==> src/rtl/mandel_pkg.sv <==
`default_nettype none
// +----------------------------------------------------------------------------+
// | mandel_pkg : state encoding and fixed-point constant helpers for the        |
// |              Mandelbrot escape-time iterator                                |
// | Revision   : 1.0                                                            |
// +----------------------------------------------------------------------------+
package mandel_pkg;

    typedef enum logic [2:0] {
        ST_IDLE   = 3'd0,
        ST_SQ_R   = 3'd1,
        ST_SQ_I   = 3'd2,
        ST_UPDATE = 3'd3,
        ST_DONE   = 3'd4
    } state_e;

    // Fixed-point encodings of 4.0 and 2.0, masked to the datapath width.
    function automatic logic [63:0] fx_four(input int w, input int frac);
        return (64'd4 << frac) & ((64'd1 << w) - 64'd1);
    endfunction

    function automatic logic [63:0] fx_two(input int w, input int frac);
        return (64'd2 << frac) & ((64'd1 << w) - 64'd1);
    endfunction

endpackage
`default_nettype wire

==> src/rtl/mandel_fx_mult.sv <==
`default_nettype none
// +----------------------------------------------------------------------------+
// | mandel_fx_mult : combinational signed fixed-point multiplier, truncating    |
// | Revision       : 1.0                                                        |
// +----------------------------------------------------------------------------+
module mandel_fx_mult #(
    parameter int W    = 27,
    parameter int FRAC = 23
) (
    input  logic signed [W-1:0] a_i,
    input  logic signed [W-1:0] b_i,
    output logic signed [W-1:0] p_o
);

    logic w_neg;

    // The full 2W-bit product never overflows, so its sign is the true product sign.
    assign w_neg = (a_i[W-1] ^ b_i[W-1]) & (|a_i) & (|b_i);
    assign p_o   = {w_neg, (W-1)'(((2*W)'(a_i) * (2*W)'(b_i)) >>> FRAC)};

endmodule
`default_nettype wire

==> src/rtl/mandel_iter_param.sv <==
`default_nettype none
// +----------------------------------------------------------------------------+
// | mandel_iter_param : parametrised Mandelbrot escape-time iterator with       |
// |                     per-point limit and 1- or 3-multiplier datapath         |
// | Revision          : 1.0                                                     |
// +----------------------------------------------------------------------------+
module mandel_iter_param
    import mandel_pkg::*;
#(
    parameter int W      = 27,
    parameter int FRAC   = 23,
    parameter int ITER_W = 10,
    parameter int N_MULT = 1,
    parameter int TAG_W  = 16
) (
    input  logic              clk,
    input  logic              reset,
    input  logic              flush,
    input  logic              in_val,
    output logic              in_rdy,
    input  logic [W-1:0]      in_c_r,
    input  logic [W-1:0]      in_c_i,
    input  logic [ITER_W-1:0] in_max_iter,
    input  logic [TAG_W-1:0]  in_tag,
    output logic              out_val,
    input  logic              out_rdy,
    output logic [ITER_W-1:0] out_iter,
    output logic              out_escaped,
    output logic [TAG_W-1:0]  out_tag,
    output logic              busy
);

    localparam logic signed [W-1:0] C_FOUR    = W'(fx_four(W, FRAC));
    localparam logic signed [W:0]   C_TWO     = (W+1)'(fx_two(W, FRAC));
    localparam state_e              C_ITER_ST = (N_MULT == 1) ? ST_SQ_R : ST_UPDATE;

    state_e              state_q;
    logic signed [W-1:0] zr_q, zi_q, cr_q, ci_q;
    logic [ITER_W-1:0]   max_q, cnt_q;
    logic [TAG_W-1:0]    tag_q;
    logic                out_val_q, out_esc_q;
    logic [ITER_W-1:0]   out_iter_q;
    logic [TAG_W-1:0]    out_tag_q;

    logic signed [W-1:0] w_sq_r, w_sq_i, w_cross;

    generate
        if (N_MULT == 1) begin : g_seq
            logic signed [W-1:0] mul_a, mul_b, prod, sqr_q, sqi_q;

            // One multiplier walks zr*zr, zi*zi, zr*zi across the three states.
            always_comb begin
                mul_a = zr_q;
                mul_b = zr_q;
                if (state_q == ST_SQ_I) begin
                    mul_a = zi_q;
                    mul_b = zi_q;
                end else if (state_q == ST_UPDATE) begin
                    mul_b = zi_q;
                end
            end

            mandel_fx_mult #(.W(W), .FRAC(FRAC)) u_mult (.a_i(mul_a), .b_i(mul_b), .p_o(prod));

            always_ff @(posedge clk) begin
                if (reset) begin
                    sqr_q <= '0;
                    sqi_q <= '0;
                end else begin
                    if (state_q == ST_SQ_R) sqr_q <= prod;
                    if (state_q == ST_SQ_I) sqi_q <= prod;
                end
            end

            assign w_sq_r  = sqr_q;
            assign w_sq_i  = sqi_q;
            assign w_cross = prod;
        end else if (N_MULT == 3) begin : g_par
            mandel_fx_mult #(.W(W), .FRAC(FRAC)) u_mult_rr (.a_i(zr_q), .b_i(zr_q), .p_o(w_sq_r));
            mandel_fx_mult #(.W(W), .FRAC(FRAC)) u_mult_ii (.a_i(zi_q), .b_i(zi_q), .p_o(w_sq_i));
            mandel_fx_mult #(.W(W), .FRAC(FRAC)) u_mult_ri (.a_i(zr_q), .b_i(zi_q), .p_o(w_cross));
        end else begin : g_bad
            $error("mandel_iter_param: N_MULT must be 1 or 3");
        end
    endgenerate

    logic signed [W-1:0] w_sum, w_zr_d, w_zi_d;
    logic signed [W:0]   w_zr_x, w_zi_x, w_abs_r, w_abs_i;
    logic                w_escape;

    assign w_sum    = w_sq_r + w_sq_i;
    assign w_zr_x   = {zr_q[W-1], zr_q};
    assign w_zi_x   = {zi_q[W-1], zi_q};
    assign w_abs_r  = w_zr_x[W] ? -w_zr_x : w_zr_x;
    assign w_abs_i  = w_zi_x[W] ? -w_zi_x : w_zi_x;
    // A wrapped (negative) sum of squares means the magnitude has already blown up.
    assign w_escape = (w_sum > C_FOUR) | w_sum[W-1] | (w_abs_r > C_TWO) | (w_abs_i > C_TWO);
    assign w_zr_d   = w_sq_r - w_sq_i + cr_q;
    assign w_zi_d   = (w_cross <<< 1) + ci_q;

    always_ff @(posedge clk) begin
        if (reset) begin
            state_q    <= ST_IDLE;
            zr_q       <= '0;
            zi_q       <= '0;
            cr_q       <= '0;
            ci_q       <= '0;
            max_q      <= '0;
            cnt_q      <= '0;
            tag_q      <= '0;
            out_val_q  <= 1'b0;
            out_esc_q  <= 1'b0;
            out_iter_q <= '0;
            out_tag_q  <= '0;
        end else if (flush && (state_q != ST_IDLE)) begin
            state_q   <= ST_IDLE;
            out_val_q <= 1'b0;
        end else begin
            case (state_q)
                ST_IDLE: begin
                    if (in_val) begin
                        cr_q    <= in_c_r;
                        ci_q    <= in_c_i;
                        max_q   <= in_max_iter;
                        tag_q   <= in_tag;
                        zr_q    <= '0;
                        zi_q    <= '0;
                        cnt_q   <= '0;
                        state_q <= C_ITER_ST;
                    end
                end
                ST_SQ_R: state_q <= ST_SQ_I;
                ST_SQ_I: state_q <= ST_UPDATE;
                ST_UPDATE: begin
                    if (w_escape || (cnt_q == max_q)) begin
                        out_iter_q <= cnt_q;
                        out_esc_q  <= w_escape;
                        out_tag_q  <= tag_q;
                        out_val_q  <= 1'b1;
                        state_q    <= ST_DONE;
                    end else begin
                        zr_q    <= w_zr_d;
                        zi_q    <= w_zi_d;
                        cnt_q   <= cnt_q + ITER_W'(1);
                        state_q <= C_ITER_ST;
                    end
                end
                ST_DONE: begin
                    if (out_rdy) begin
                        out_val_q <= 1'b0;
                        state_q   <= ST_IDLE;
                    end
                end
                default: state_q <= ST_IDLE;
            endcase
        end
    end

    assign in_rdy      = ~reset & (state_q == ST_IDLE);
    assign busy        = (state_q != ST_IDLE);
    assign out_val     = out_val_q;
    assign out_iter    = out_iter_q;
    assign out_escaped = out_esc_q;
    assign out_tag     = out_tag_q;

endmodule
`default_nettype wire

==> config.mk <==
export PLATFORM = sky130hd
export DESIGN_NAME = mandel_iter_param
export DESIGN_NICKNAME = d
export VERILOG_FILES = /design/src/rtl/mandel_pkg.sv /design/src/rtl/mandel_fx_mult.sv /design/src/rtl/mandel_iter_param.sv
export SDC_FILE = /design/constraint.sdc
export NUM_CORES = 2
export LEC_CHECK = 0
export BUFFER_PORTS_ARGS = -buffer_cell sky130_fd_sc_hd__buf_2
export CAP_MARGIN = 10
export CORE_MARGIN = 10
export CORE_UTILIZATION = 55
export CTS_CLUSTER_DIAMETER = 200
export CTS_CLUSTER_SIZE = 25
export DETAILED_ROUTE_END_ITERATION = 16
export GPL_TIMING_DRIVEN = 0
export PLACE_DENSITY = 0.73
export SLEW_MARGIN = 40
export SYNTH_ARGS = -nofsm -noshare
export SYNTH_HDL_FRONTEND = slang
export SYNTH_SLANG_ARGS = --single-unit
==> constraint.sdc <==
create_clock -name clk -period 10.48 [get_ports clk]
set_clock_uncertainty 0.05 [all_clocks]
set_input_delay 0.524 -clock clk [delete_from_list [all_inputs] [get_ports clk]]
set_output_delay 0.524 -clock clk [all_outputs]
set_load 0.03 [all_outputs]
==> impl_metrics.env <==
export IMPL_status="complete, but fails checks"
export IMPL_violations="setup timing"
export IMPL_utilization_pct=64.7
export IMPL_switching_power_mw=1.20
export IMPL_area_delta_synth_final_pct=16.7
export IMPL_post_route_period_util_pct=102
export IMPL_final_antenna_net_count=0
export IMPL_route_met2_wl_um=70300
export IMPL_crit_fanout=7
export IMPL_ctsHtreeMaxLevel=1
export IMPL_antenna_found_initial=3
export IMPL_overflow=0
export IMPL_total_power_mw=2.87
export IMPL_dr_pass1_iters=6
export IMPL_timing_fmax_ghz=0.0936
export IMPL_grt_max_degree=26
export IMPL_initial_core_util_pct=55.4
export IMPL_finalSetupViolations=4
export IMPL_synth_main_ff_cell="dfxtp_1"
export IMPL_ir_drop_uv=146
export IMPL_worstPathArrival_ps=11010
export IMPL_die_w_um=286
export IMPL_die_h_um=286
export IMPL_crit_required_ps=10810
export IMPL_syn_inst=4726
export IMPL_layout_min_cycle_time_ps=10680
export IMPL_clockBufferDepth=3
export IMPL_grt_pass1_wl_um=235000
export IMPL_yosysTopAreaCellShare_pct=37.9
export IMPL_io_buffers=114
export IMPL_grt_setup_unrepaired="true"
export IMPL_start_kind="flop"
export IMPL_powerDensity_nw_per_um2=63.4
export IMPL_viasPerCell=5.87
export IMPL_routed_top_layer="met5"
export IMPL_slew_violations=0
export IMPL_clock_power_share_pct=19.5
export IMPL_hold_path_class="primary input to flop"
export IMPL_worst_pin_slew_ps=838
export IMPL_slowest_delay_ps=590
export IMPL_wl_met3_um=15900
export IMPL_syn_nets=5775
export IMPL_core_um2=70000
export IMPL_grt_total_usage_pct=39.1
export IMPL_routedLengthMet1_um=57600
export IMPL_ys_ff_latch=229
export IMPL_clock_root_buffer="clkbuf_16"
export IMPL_cts_sinks=229
export IMPL_cap_violations=0
export IMPL_numCtsBuffers=13
export IMPL_nNetsFinal=6084
export IMPL_cts_clk_slew_worst_paths_ps=110
export IMPL_power_internal_mw=1.67
export IMPL_ff2ff_path_depth=39
export IMPL_worstSetupPathType="flop to flop"
export IMPL_drc=0
export IMPL_yosys_top_cells_area="fa_1 (38%), dfxtp_1 (12%), inv_1 (9.1%)"
export IMPL_p_leak_nw=20.8
export IMPL_synth_warnings=0
export IMPL_slew_headroom_pct=43.8
export IMPL_die_area_um2=81600
export IMPL_cts_tree="done"
export IMPL_combPwrFrac_pct=47.0
export IMPL_grt_pass1_vias=36200
export IMPL_hold_viol=0
export IMPL_rows=97
export IMPL_wirelength_um=161000
export IMPL_drt_iter0_drc=3504
export IMPL_synth_edff_count=0
export IMPL_whs_ps=165
export IMPL_seq_area_frac_synth_pct=11.8
export IMPL_cp_common_cell="fa_1"
export IMPL_wl_per_cell_um=26.9
export IMPL_layout_drive_gt1_share_pct=14.6
export IMPL_avgSynthCellArea_um2=8.21
export IMPL_synth_cell_types=85
export IMPL_setup_ws_ps=-203
export IMPL_hpwl_um=130000
export IMPL_clkLatencyLatePin_ps=540
export IMPL_synth_area_um2=38800
export IMPL_switching_share_pct=41.9
export IMPL_synthArstFlopShare_pct=0
export IMPL_hold_depth=3
export IMPL_seq_power_share_pct=33.4
export IMPL_ctsHoldBuffers=0
export IMPL_yosysTopAreaCell="fa_1"
export IMPL_cp_end_kind="flop"
export IMPL_dr_total_vias=35100
export IMPL_io_pins=115
export IMPL_cpMaxStageDelayCell="fa_1"
export IMPL_gp_congestion=1.03
[logic make-up (layout without fill, tap and decap cells)]
| family | after synthesis | in the layout | share of synthesized area (%) |
|---|---|---|---|
| AO/OA/AOI/OAI | 569 | 569 | 9.28 |
| flip-flops | 229 | 229 | 11.8 |
| other | 0 | 2 | 0 |
| multiplexers | 98 | 98 | 2.62 |
| XOR/XNOR | 109 | 109 | 2.46 |
| AND/OR/NAND/NOR | 1585 | 1585 | 17.1 |
| adder cells (fa/ha/maj) | 964 | 964 | 45.3 |
| buffers and inverters | 1172 | 1482 | 11.4 |
[cells in the mapped netlist, drive strengths merged (10+ instances only)]
| library cell | n |
|---|---|
| o31ai | 16 |
| nor4 | 22 |
| fa | 735 |
| a2111oi | 11 |
| or2 | 10 |
| o21ai | 63 |
| nor3 | 48 |
| a21oi | 245 |
| nand3 | 73 |
| nor2 | 532 |
| a31oi | 41 |
| o211ai | 13 |
| dfxtp | 229 |
| o22ai | 13 |
| or3 | 23 |
| a21boi | 16 |
| buf | 31 |
| clkbuf | 205 |
| and2 | 14 |
| o21a | 22 |
| nor2b | 19 |
| inv | 936 |
| ha | 229 |
| a211oi | 18 |
| mux2 | 26 |
| mux2i | 72 |
| nand2b | 16 |
| a21o | 36 |
| xnor2 | 72 |
| and3 | 11 |
| nand4 | 16 |
| xor2 | 37 |
| nand2 | 765 |
[stage by stage]
stage,instances,worst slack [ps],instance area (um2),setup TNS (ps)
6_report,5978,-203,45300,-585
5_1_grt,5976,-373,45300,-1480
4_1_cts,5915,-23.7,44300,-23.7
3_5_place_dp,5789,-3520,41100,-104240
3_3_place_gp,5780,-5050,40600,-213400
2_1_floorplan,4726,12.0,38900,0
[power by group through the flow]
stage	Sequential [mW]	Clock [mW]	Combinational (mW)
final	0.960	0.561	1.35
after global routing	0.963	0.590	1.43
after CTS	0.959	0.558	1.25
after detailed placement	0.973	0	1.10
after global placement	0.972	0	1.06
after floorplan	0.957	0	0.714
[layer usage]
metal | up-vias | GRT usage, %
li1 | 15200 | -
met1 | 17300 | 46.5
met2 | 1996 | 61.2
met3 | 620 | 8.10
met4 | 2 | 31.7
met5 | - | 0
[final timing paths]
check | from | endpoint | slack (ps)
setup / recovery | state_q[2] | zi_q[25] | -200
hold / removal | in_c_r[9] | cr_q[9] | 160
setup reg to reg | state_q[2] | zi_q[25] | -200
hold reg to reg | tag_q[1] | tag_q[1] | 410
[repair_timing]
action	CTS	global route
resized for setup	443	143
pin swaps	62	76
setup endpoints to repair	78	8
cloned	4	0
buffers inserted	118	65
[cell type report]
cell class	instances	area (um2)
sequential	229	4590
clock inverter	3	36.3
buffer	221	1980
antenna	2	5.00
multi-input combinational	3325	31300
clock buffer	13	325
fill	6104	24700
inverter	936	3520
timing repair buffer	309	2370
tap	940	1180
[critical path: cells and delay by family, from the launching register on]
kind | cells | cell delay [ps]
compound gates | 13 | 3290
xor+xnor | 2 | 450
fa+ha+maj | 9 | 4040
buf+inv | 10 | 1190
flops | 1 | 370
mux | 1 | 330
simple gates | 4 | 810
[placed cells by master, fill, tap and decap left out, types with 16 or more instances in the layout]
cell type / instances
nand2_1: 739
nor2b_1: 18
buf_2: 127
buf_8: 17
ha_1: 213
o21a_1: 19
fa_1: 716
buf_6: 34
inv_1: 920
clkbuf_16: 35
nor3_1: 45
nor2_1: 514
nand4_1: 16
a21o_1: 34
clkbuf_8: 29
nand2_2: 17
buf_12: 20
dfxtp_1: 226
nor4_1: 16
xor2_1: 30
mux2i_4: 35
mux2i_1: 33
a21oi_1: 233
or3_1: 20
buf_4: 153
nand3_1: 71
clkbuf_2: 24
o21ai_0: 41
clkbuf_1: 82
xnor2_1: 65
a31oi_1: 41
mux2_2: 16
fa_2: 19
[state kept, by name (all words and copies together), names as in the netlist]
register	flops
ci_q	27
zi_q	27
out_iter	10
cnt_q	10
out_escaped	1
out_val	1
state_q	3
max_q	10
tag_q	16
g_seq.sqi_q	27
cr_q	27
out_tag	16
zr_q	27
g_seq.sqr_q	27
Note: power is estimated with default switching activity, not from simulation.
